<file path="src/rtl/risc_pkg.sv">
// Shared core parameters for the integer register file and its pending-write scoreboard.
package risc_pkg;

  localparam int DATA_W     = 32;
  localparam int REG_ADDR_W = 5;
  localparam int NUM_REGS   = 32;

  typedef logic [DATA_W-1:0]     data_t;
  typedef logic [REG_ADDR_W-1:0] reg_addr_t;
  typedef logic [NUM_REGS-1:0]   reg_mask_t;

  // Index 0 is hardwired to zero and is never written or marked pending.
  function automatic logic is_real_reg(input reg_addr_t addr);
    return addr != '0;
  endfunction

endpackage

</file>
<file path="src/rtl/reg_scoreboard.sv">
// Pending-write scoreboard: one bit per register, set on issue, cleared on write-back.
// With REGFILE_BYPASS_EN a source being written back this cycle does not stall.
module reg_scoreboard
  import risc_pkg::*;
(
  input  logic                  clk,
  input  logic                  rst_n,
  input  logic                  issue_en,
  input  logic [REG_ADDR_W-1:0] issue_addr,
  input  logic                  wb_en,
  input  logic [REG_ADDR_W-1:0] wb_addr,
  input  logic [REG_ADDR_W-1:0] rs1_addr,
  input  logic [REG_ADDR_W-1:0] rs2_addr,
  output logic                  stall,
  output logic [NUM_REGS-1:0]   pending
);

  reg_mask_t pending_q;
  reg_mask_t pending_d;
  logic      rs1_hit;
  logic      rs2_hit;

  // Clear first, then set, so a same-cycle issue to the written register wins.
  always_comb begin
    pending_d = pending_q;
    if (wb_en) begin
      pending_d[wb_addr] = 1'b0;
    end
    if (issue_en && is_real_reg(issue_addr)) begin
      pending_d[issue_addr] = 1'b1;
    end
  end

  always_ff @(posedge clk or negedge rst_n) begin
    if (!rst_n) begin
      pending_q <= '0;
    end else begin
      pending_q <= pending_d;
    end
  end

`ifdef REGFILE_BYPASS_EN
  always_comb begin
    rs1_hit = pending_q[rs1_addr] & ~(wb_en && (wb_addr == rs1_addr));
    rs2_hit = pending_q[rs2_addr] & ~(wb_en && (wb_addr == rs2_addr));
  end
`else
  always_comb begin
    rs1_hit = pending_q[rs1_addr];
    rs2_hit = pending_q[rs2_addr];
  end
`endif

  assign stall   = rs1_hit | rs2_hit;
  assign pending = pending_q;

endmodule

</file>
<file path="src/rtl/register_file.sv">
// 32x32 register file with combinational reads, pending-write scoreboard and stall output.
// Define REGFILE_BYPASS_EN to forward same-cycle write-back data to the read ports.
module register_file
  import risc_pkg::*;
(
  input  logic                  clk,
  input  logic                  rst_n,
  input  logic [REG_ADDR_W-1:0] rs1_addr,
  input  logic [REG_ADDR_W-1:0] rs2_addr,
  output logic [DATA_W-1:0]     rs1_data,
  output logic [DATA_W-1:0]     rs2_data,
  input  logic                  wb_en,
  input  logic [REG_ADDR_W-1:0] wb_addr,
  input  logic [DATA_W-1:0]     wb_data,
  input  logic                  issue_en,
  input  logic [REG_ADDR_W-1:0] issue_addr,
  output logic                  stall,
  output logic [NUM_REGS-1:0]   pending
);

  data_t regs_q [NUM_REGS];
  logic  wr_en_d;

  assign wr_en_d = wb_en && is_real_reg(wb_addr);

  always_ff @(posedge clk or negedge rst_n) begin
    if (!rst_n) begin
      for (int i = 0; i < NUM_REGS; i++) begin
        regs_q[i] <= '0;
      end
    end else if (wr_en_d) begin
      regs_q[wb_addr] <= wb_data;
    end
  end

  // Slot 0 is never written, but reads are still forced to zero explicitly.
  always_comb begin
    rs1_data = is_real_reg(rs1_addr) ? regs_q[rs1_addr] : '0;
    rs2_data = is_real_reg(rs2_addr) ? regs_q[rs2_addr] : '0;
`ifdef REGFILE_BYPASS_EN
    if (wr_en_d && (wb_addr == rs1_addr)) begin
      rs1_data = wb_data;
    end
    if (wr_en_d && (wb_addr == rs2_addr)) begin
      rs2_data = wb_data;
    end
`endif
  end

  reg_scoreboard u_scoreboard (
    .clk        (clk),
    .rst_n      (rst_n),
    .issue_en   (issue_en),
    .issue_addr (issue_addr),
    .wb_en      (wb_en),
    .wb_addr    (wb_addr),
    .rs1_addr   (rs1_addr),
    .rs2_addr   (rs2_addr),
    .stall      (stall),
    .pending    (pending)
  );

endmodule
</file>
<file path="config.mk">
export PLATFORM = sky130hd
export DESIGN_NAME = register_file
export DESIGN_NICKNAME = d
export VERILOG_FILES = /design/src/rtl/risc_pkg.sv /design/src/rtl/reg_scoreboard.sv /design/src/rtl/register_file.sv
export SDC_FILE = /design/constraint.sdc
export NUM_CORES = 2
export LEC_CHECK = 0
export BUFFER_PORTS_ARGS = -buffer_cell sky130_fd_sc_hd__buf_2
export CORE_ASPECT_RATIO = 0.6
export CORE_MARGIN = 4
export CORE_UTILIZATION = 60
export DETAILED_ROUTE_END_ITERATION = 8
export PLACE_DENSITY = 0.77
export SYNTH_ARGS = -nofsm -noshare
export SYNTH_HDL_FRONTEND = slang
export SYNTH_HIERARCHICAL = 1
export SYNTH_SLANG_ARGS = --single-unit
</file>
<file path="constraint.sdc">
create_clock -name clk -period 2.55 [get_ports clk]
set_clock_uncertainty 0.15 [all_clocks]
set_input_delay 0.3825 -clock clk [delete_from_list [all_inputs] [get_ports clk]]
set_output_delay 0.3825 -clock clk [all_outputs]
set_load 0.02 [all_outputs]
</file>
==> flow_summary.toml <==
[placed_design]
hpwl_um = 122000
gp_congestion = 0.929
pre_cts_slack_ps = -503
numPortBuffers = 152
dp_cells = 5334

[power]
power.total_mw = 51.3
power.density_nw_per_um2 = 745
vdd_drop_max_v = 0.000662
p_leak_nw = 30.4

[clock_tree]
cts_inserted_buffers = 99
clock-root-buffer = "clkbuf_16"
clk_latency_ps = 710
cts.sinks = 1056
clock_path_buffers = 3
path_clk_slew_ps = 70
h-tree-depth = 3
cts_tree = "yes"

[hold_path]
worstHoldPathType = "in -> async"

[floorplan]
rows = 86
coreArea_sq_um = 92500
ios = 153
dieArea_sq_um = 99300
die_height_um = 246
die_x_um = 404
initial_utilization_pct = 61.1

[drt]
vias_per_cell = 7.36
drt-initial-drc-count = 5522
wirelength_um = 196000
ant_nets = 0
firstDrtPassIters = 5
wl_per_cell_um = 34.8
vias = 41458
drc = 0

[timing]
rsz0062_at_grt = "yes"
fin_hold_ws_ps = 66.7
post-route-period-util_pct = 119
hold_viol_final = 0
relSlewSlack_pct = 53.7
finalSetupTns_ps = -21160
fmax_mhz = 330
setup_violations = 65
tightestPinTransition_ps = 693
finalCriticalPeriod_ps = 3030
slew_violations = 0
fin_ws_ps = -481

[logic_synthesis]
synth-seq-cells = 1056
syn_inst = 3951
ys_seq_area_share_pct = 46.8
yosysMostFrequentCell = "dfrtp_1"
yosys-mux-area-fraction_pct = 41.0
synth.distinct_cells = 54
syn-num-nets = 4007
ys_top_cells_by_area = "dfrtp_1, mux2_2, mux4_2"
synth_compound_area_share_pct = 6.00
syn_avg_cell_area_sq_um = 14.3
synth_edf_count = 0
synthFlopType = "dfrtp_1"
synthSimpleGateAreaFrac_pct = 2.57
async_reset_ff_share_pct = 100
synth.top_cell.area_share_pct = 46.8
synth_top_area_cell = "dfrtp_1"
synth_top_family_by_area = "multiplexers"
yosysWarningCount = 6
synth_common_cells = "dfrtp_1, mux2_2, mux4_2, mux2i_1, clkbuf_1"
syn_area_sq_um = 56500
synthXorXnorAreaFrac_pct = 0
synthAdderAreaFrac_pct = 0

[grt]
gr-total-overflow = 0
grt_pass1_vias = 41938
grt_max_degree = 98
grt_pass1_wl_um = 288000
antenna_found_initial = 11
grt_usage_pct = 39.5

[finish]
stdcell_count = 5630
finalNetCount = 4364
drive_above_1_share_pct = 57.7
area_growth_pct = 21.8

[status]
violations = "setup timing"
outcome = "complete, but fails checks"

[worst_setup_path]
cp.arrival_ps = 2500
worstPathRequired_ps = 2020
start_kind = "register"
crit_path_end_kind = "primary output"
crit_type = "reg -> out"
cp_max_fo = 2

[job]
max_cap_viol_count = 0
-- worst max-delay path, stage by stage (launching register included) --
cell and delay, ps:
dfrtp_1 400, mux4_2 470, a22o_1 270, a2111oi_2 240, buf_4 190, nor3_4 50
buf_6 160
-- cell usage in the layout (no fill, tap or decap), types with 26 or more instances in the layout --
master     Yosys  routed
nor2b_1       74      54
buf_12         0     139
mux2_2      1009     981
buf_4         37     441
a22oi_1       92      90
o221ai_1      27      27
mux2i_1      311     310
a22o_1        54      47
clkbuf_16      0     101
mux4_2       365     367
a211oi_2       0      69
o21ai_0       67      63
o22ai_1       30      30
dfrtp_1     1056    1054
buf_2         96      81
mux2_1        26      26
mux2_4         0      28
a21oi_1       48      44
-- cells by family after synthesis --
family	after synthesis
mux	1717
flops	1056
compound gates	478
buf+inv	447
simple gates	253
-- routing by layer --
metal | GRT usage (%) | wire length [um] | share of wire [%]
met1 | 54.6 | 75400 | 38
met2 | 56.7 | 84800 | 43
met3 | 13.5 | 25400 | 13
met4 | 18.5 | 10500 | 5.3
met5 | 0 | 11 | 0.0056
-- where the power goes --
| group | switching (mW) | internal, mW | leakage [nW] | total, mW |
|---|---|---|---|---|
| Clock | 7.07 | 9.00 | 1.68 | 16.1 |
| Combinational | 5.39 | 7.09 | 15.2 | 12.5 |
| Sequential | 2.79 | 20.0 | 13.5 | 22.7 |
-- final timing paths --
check / start / endpoint / slack, ps / cells past startpoint
setup / recovery: regs_q[524] / rs1_data[12] / -480 / 6
hold / removal: rst_n / regs_q[232] / 70 / 2
setup reg to reg: regs_q[427] / regs_q[427] / 1360 / 3
hold reg to reg: regs_q[1016] / regs_q[1016] / 250 / 0
max in group asynchronous: rst_n / regs_q[760] / 1210 / 4
min in group clk: issue_en / u_scoreboard/pending[22] / 80 / 3
-- state kept, by name (all words and copies together), names as in the netlist --
register and count:
regs_q 1024, u_scoreboard/pending 32
-- area by class of cell --
class                      count  area [sq um]
timing repair buffer         700          7040
clock inverter                54           699
antenna                       10          25.0
sequential                  1056         26400
tap                         1232          1540
multi-input combinational   2448         30300
fill                        5525         23700
clock buffer                 127          2740
inverter                       3          11.3
-- repair_timing --
| action | in CTS | in global routing |
|---|---|---|
| endpoints found under the setup margin | 65 | 65 |
| cloned | 1 | 1 |
| endpoints found under the hold margin | 663 | 0 |
| pin swaps | 128 | 53 |
| resized for setup | 325 | 98 |
| hold buffers | 8 | 0 |
| buffers inserted | 83 | 25 |
-- per-stage QoR --
stage          utilization, %  area, sq um
2_1_floorplan               -        56700
3_3_place_gp             67.4        62400
3_5_place_dp             67.4        62400
4_1_cts                  73.5        68000
5_1_grt                  74.3        68800
6_report                 74.3        68800
Power figures use the tool's default switching activity.
